--- src/rtl/serial_src_pkg.sv ---
// Shared encodings and constants for the serial pattern source.
package serial_src_pkg;

  localparam logic [1:0] ST_IDLE  = 2'd0;
  localparam logic [1:0] ST_SHIFT = 2'd1;
  localparam logic [1:0] ST_GAP   = 2'd2;

  typedef enum logic [1:0] {
    S_IDLE  = ST_IDLE,
    S_SHIFT = ST_SHIFT,
    S_GAP   = ST_GAP
  } state_e;

  // Idle high keeps the downstream sequence detector parked in its start state.
  localparam logic DEF_IDLE_BIT = 1'b1;

  localparam int unsigned GAP_CNT_W = 8;

endpackage

--- src/rtl/sps_hold_buf.sv ---
// One-entry hold register with full flag; load wins over unload so a
// simultaneous drain-and-refill keeps the entry occupied.
module sps_hold_buf #(
  parameter int unsigned DATA_W = 8
) (
  input  logic              clk,
  input  logic              reset,
  input  logic              load,
  input  logic              unload,
  input  logic [DATA_W-1:0] din,
  output logic [DATA_W-1:0] dout,
  output logic              full
);

  always_ff @(posedge clk or negedge reset) begin
    if (!reset) begin
      full <= 1'b0;
      dout <= '0;
    end else if (load) begin
      full <= 1'b1;
      dout <= din;
    end else if (unload) begin
      full <= 1'b0;
    end
  end

endmodule

--- src/rtl/serial_pattern_source.sv ---
// Parallel-to-serial source: MSB-first words on x_out, shifter plus one
// hold entry for gapless back-to-back streaming, optional idle gap per word.
module serial_pattern_source
  import serial_src_pkg::*;
#(
  parameter int unsigned DATA_W     = 8,
  parameter logic        IDLE_BIT   = DEF_IDLE_BIT,
  parameter int unsigned GAP_CYCLES = 0
) (
  input  logic                       clk,
  input  logic                       reset,
  input  logic [DATA_W-1:0]          din,
  input  logic                       din_valid,
  output logic                       din_ready,
  output logic                       x_out,
  output logic                       bit_valid,
  output logic                       frame_start,
  output logic [$clog2(DATA_W)-1:0]  bit_cnt
);

  localparam int unsigned CNT_W = $clog2(DATA_W);

  state_e             state, state_nxt;
  logic [DATA_W-1:0]  sh, sh_nxt;
  logic               x_nxt, bv_nxt, fs_nxt;
  logic [CNT_W-1:0]   cnt_nxt;
  logic [DATA_W-1:0]  word;
  logic [DATA_W-1:0]  hold_q;
  logic               hold_full, hold_load, hold_unload;
  logic               accept, word_avail, load_sh;
  logic               gap_load, gap_zero;

  assign din_ready  = !hold_full;
  assign accept     = din_valid && !hold_full;
  assign word_avail = hold_full || accept;

  sps_hold_buf #(
    .DATA_W (DATA_W)
  ) u_hold (
    .clk    (clk),
    .reset  (reset),
    .load   (hold_load),
    .unload (hold_unload),
    .din    (din),
    .dout   (hold_q),
    .full   (hold_full)
  );

  // Gap counter only exists when a gap is configured.
  generate
    if (GAP_CYCLES != 0) begin : g_gap
      logic [GAP_CNT_W-1:0] gap_cnt;

      always_ff @(posedge clk or negedge reset) begin
        if (!reset) begin
          gap_cnt <= '0;
        end else if (gap_load) begin
          gap_cnt <= GAP_CNT_W'(GAP_CYCLES - 1);
        end else if (gap_cnt != '0) begin
          gap_cnt <= gap_cnt - GAP_CNT_W'(1);
        end
      end

      assign gap_zero = (gap_cnt == '0);
    end else begin : g_nogap
      logic unused_gap_load;
      assign unused_gap_load = gap_load;
      assign gap_zero        = 1'b1;
    end
  endgenerate

  // Next-state and next-output logic.
  always_comb begin
    state_nxt = state;
    sh_nxt    = sh;
    x_nxt     = x_out;
    bv_nxt    = bit_valid;
    fs_nxt    = 1'b0;
    cnt_nxt   = bit_cnt;
    load_sh   = 1'b0;
    gap_load  = 1'b0;
    word      = hold_full ? hold_q : din;

    case (state)
      S_IDLE: begin
        if (accept) load_sh = 1'b1;
      end
      S_SHIFT: begin
        if (bit_cnt != '0) begin
          cnt_nxt = bit_cnt - CNT_W'(1);
          x_nxt   = sh[DATA_W-1];
          sh_nxt  = {sh[DATA_W-2:0], 1'b0};
        end else if (GAP_CYCLES != 0) begin
          state_nxt = S_GAP;
          gap_load  = 1'b1;
          x_nxt     = IDLE_BIT;
          bv_nxt    = 1'b0;
          cnt_nxt   = '0;
        end else if (word_avail) begin
          load_sh = 1'b1;
        end else begin
          state_nxt = S_IDLE;
          x_nxt     = IDLE_BIT;
          bv_nxt    = 1'b0;
          cnt_nxt   = '0;
        end
      end
      S_GAP: begin
        if (gap_zero) begin
          if (word_avail) load_sh = 1'b1;
          else            state_nxt = S_IDLE;
        end
      end
      default: begin
        state_nxt = S_IDLE;
        x_nxt     = IDLE_BIT;
        bv_nxt    = 1'b0;
        cnt_nxt   = '0;
      end
    endcase

    // Oldest word (hold first) goes to the shifter; MSB appears next cycle.
    if (load_sh) begin
      state_nxt = S_SHIFT;
      x_nxt     = word[DATA_W-1];
      sh_nxt    = {word[DATA_W-2:0], 1'b0};
      bv_nxt    = 1'b1;
      fs_nxt    = 1'b1;
      cnt_nxt   = CNT_W'(DATA_W - 1);
    end

    hold_load   = accept && (!load_sh || hold_full);
    hold_unload = load_sh && hold_full;
  end

  always_ff @(posedge clk or negedge reset) begin
    if (!reset) begin
      state       <= S_IDLE;
      sh          <= '0;
      x_out       <= IDLE_BIT;
      bit_valid   <= 1'b0;
      frame_start <= 1'b0;
      bit_cnt     <= '0;
    end else begin
      state       <= state_nxt;
      sh          <= sh_nxt;
      x_out       <= x_nxt;
      bit_valid   <= bv_nxt;
      frame_start <= fs_nxt;
      bit_cnt     <= cnt_nxt;
    end
  end

endmodule
--- config.mk ---
export PLATFORM = sky130hd
export DESIGN_NAME = serial_pattern_source
export DESIGN_NICKNAME = d
export VERILOG_FILES = /design/src/rtl/serial_src_pkg.sv /design/src/rtl/sps_hold_buf.sv /design/src/rtl/serial_pattern_source.sv
export SDC_FILE = /design/constraint.sdc
export NUM_CORES = 1
export LEC_CHECK = 0
export ABC_AREA = 1
export ABC_CLOCK_PERIOD_IN_PS = 1800
export CORE_MARGIN = 2
export CORE_UTILIZATION = 50
export CTS_BUF_LIST = sky130_fd_sc_hd__clkbuf_4 sky130_fd_sc_hd__clkbuf_8
export DETAILED_ROUTE_END_ITERATION = 12
export GPL_TIMING_DRIVEN = 0
export PLACE_DENSITY = 0.75
export SLEW_MARGIN = 20
export SYNTH_ARGS = -nofsm -noshare
export SYNTH_HDL_FRONTEND = slang
export SYNTH_SLANG_ARGS = --single-unit
--- constraint.sdc ---
create_clock -name clk -period 1.8 [get_ports clk]
set_clock_uncertainty 0.15 [all_clocks]
set_input_delay 0.54 -clock clk [delete_from_list [all_inputs] [get_ports clk]]
set_output_delay 0.54 -clock clk [all_outputs]
set_load 0.01 [all_outputs]
==> impl_metrics.py <==
metrics = {
    "run_status": {
        "status": "finished, final reports clean",
    },
    "cells_and_area": {
        "nets": 181,
        "fillCellCount": 196,
        "regArea_um2": 577,
        "area_growth_pct": 23.2,
        "multi_input_area_um2": 524,
        "drive_above_1_share_pct": 18.6,
        "n_antenna_cell": 0,
    },
    "setup_path": {
        "path_max_fanout": 3,
        "path_buf_inv": 1,
        "arrival_ns": 1.04,
        "reg2reg_depth": 10,
        "r2r_setup_slack_ns": 0.12,
        "crit_type": "flip-flop to output pin",
        "crit_end": "bit_cnt[1]",
        "cp-end-kind": "output pin",
        "critPathSlowestCell": "dfrtp_1",
        "startpoint_type": "flip-flop",
        "cp_slowest_stage_delay_ns": 0.44,
        "cp.required_ns": 1.11,
        "reg2reg_to": "u_hold.dout[6]",
        "path_delay_family": "flip-flops",
        "r2r_start": "bit_cnt[0]",
        "startpoint": "bit_cnt[1]",
        "crit_chain": "dlygate4sd2_1",
        "critical_path_depth": 1,
    },
    "global_routing": {
        "first_global_vias": 969,
        "grt_max_degree": 24,
        "grt_antenna_before_repair": 0,
        "grtUsageTotal_pct": 20.6,
        "grt_overflow_total": 0,
        "grt_pass1_wl_um": 4130,
    },
    "timing": {
        "min_period_over_period_pct": 95.9,
        "max_freq_mhz": 579,
        "rsz0062_at_grt": "no",
        "tightest_slew_ns": 0.516,
        "fin_tns_setup_ns": 0,
        "setup_violations": 0,
        "period_needed_ns": 1.73,
        "setup_ws_ns": 0.0735,
        "hold_violations": 0,
        "drv_slew": 0,
        "timing.slew.headroom_pct": 65.6,
    },
    "synthesis": {
        "synth_top_cell_area_share_pct": 47.1,
        "netlist.top_cell.by_area": "dfrtp_1",
        "syn-cell-area_mm2": 0.00117,
        "yosysSeqAreaShare_pct": 49.4,
        "synthFlopType": "dfrtp_1",
        "ys_types": 20,
        "syn_nets": 156,
        "ys_top_cells_by_count": "nand2_1 (52), dfrtp_1 (22), inv_1 (12)",
        "async_flop_share_pct": 100,
        "synthMostInstantiatedCell": "nand2_1",
        "ys_top_cells_by_area": "dfrtp_1 (47%), nand2_1 (17%), nand3_1 (4.3%)",
        "synth_edf_count": 0,
        "synth-seq-cells": 23,
        "ys_warn_count": 0,
        "syn-instance-count": 143,
        "postSynthAreaPerCell_um2": 8.17,
    },
    "floorplan": {
        "start_util_pct": 52.8,
        "rows": 17,
        "io_pins": 18,
        "dieWidth_um": 52.3,
        "die-height_um": 52.3,
        "core_mm2": 0.00221,
        "die_area_mm2": 0.00274,
    },
    "clock_network": {
        "clock_path_buffers": 2,
        "clk_pin_slew_worst_paths_ns": 0.12,
        "clk_latency_ns": 0.30,
        "cts_tree": "built",
        "root_buffer": "clkbuf_4",
        "numCtsBuffers": 3,
        "h-tree-depth": 1,
        "cts_sinks": 23,
    },
    "route": {
        "ant_nets": 0,
        "first_pass_iters": 4,
        "routed_via_density": 5.06,
        "drcViolationCount": 0,
        "dr.first_iter.drc_count": 32,
        "wl_per_cell_um": 12.0,
        "wirelength_um": 2340,
        "vias": 986,
    },
    "place": {
        "gp_congestion": 0.813,
        "hpwlAfterDp_um": 1620,
        "post-place-ws_ns": -0.259,
        "portBuffers": 17,
    },
    "worst_hold_path": {
        "hold_path.class": "input port to asynchronous set/reset pin",
    },
    "power": {
        "p_leak_nw": 0.772,
        "powerDensity_mw_per_mm2": 1630,
        "ir_drop_uv": 824,
    },
    "run": {
        "cap_violations": 0,
    },
}
[cell type report]
type	instances	area share [%]
clock buffer	4	2.09
tap	28	2.43
sequential	23	40.1
multi-input combinational	99	36.4
inverter	17	4.43
timing repair buffer	20	11.9
buffer	4	2.69
[worst min path at each step]
stage                                 to  slack (ns)  depth (start not counted)
after floorplan               bit_cnt[0]        0.09                          0
after global placement    u_hold.dout[7]        0.31                          2
after detailed placement  u_hold.dout[7]        0.31                          2
after CTS                 u_hold.dout[7]        0.34                          2
after global routing         u_hold.full        0.08                          1
final                        u_hold.full        0.04                          1
[per-layer routing]
metal	up-vias	GRT usage, %	wire [um]
li1	497	-	-
met1	462	24.7	1020
met2	25	36.7	1220
met3	2	2.57	92
met4	0	8.55	16
met5	-	0	0
[layout by cell type (no fill, tap or decap), types with 3 or more instances in the layout]
master,n
dfrtp_1,22
o21ai_1,8
clkdlybuf4s50_1,9
nand3_1,10
buf_4,3
buf_2,4
buf_6,3
nand2_1,52
o21ai_0,9
dlygate4sd2_1,5
inv_1,12
a21oi_1,3
nand2_2,3
nand2_4,3
inv_2,5
clkbuf_4,4
[timing repair]
| item | 4_1_cts | 5_1_grt |
|---|---|---|
| resized for setup | 16 | 4 |
| hold buffers | 0 | 0 |
| buffers inserted | 3 | 0 |
| setup endpoints to repair | 13 | 17 |
| pin swaps | 1 | 1 |
[cells by family (layout without fill, tap and decap cells)]
| group | count (synthesis) | count (layout) | share of synthesized area, % |
|---|---|---|---|
| buf+inv | 21 | 45 | 8.78 |
| simple gates | 75 | 75 | 29.9 |
| flops | 23 | 23 | 49.4 |
| fa+ha+maj | 2 | 2 | 2.14 |
| compound gates | 22 | 22 | 9.85 |
[state kept, by name (all words and copies together) (netlist names)]
name	flops
u_hold.dout	8
sh	7
frame_start	1
bit_cnt	3
bit_valid	1
x_out	1
u_hold.full	1
state	1
[metrics by stage]
step | instances | total power, mW | hold WS, ns | utilization (%) | instance area (um2)
after floorplan | 143 | 1.67 | 0.0944 | - | 1170
after global placement | 188 | 2.00 | 0.307 | 62.1 | 1370
after detailed placement | 188 | 2.04 | 0.314 | 62.1 | 1370
after CTS | 195 | 2.32 | 0.344 | 64.7 | 1430
after global routing | 195 | 2.56 | 0.0760 | 65.1 | 1440
final | 195 | 2.34 | 0.0386 | 65.1 | 1440
[report_power, final]
| group | total (mW) | internal [mW] | switching, mW |
|---|---|---|---|
| clock | 0.250 | 0.101 | 0.148 |
| combinational | 1.21 | 0.490 | 0.722 |
| sequential | 0.883 | 0.747 | 0.136 |
| total | 2.34 | 1.34 | 1.01 |
No activity file was read; power rests on OpenSTA's default activity.
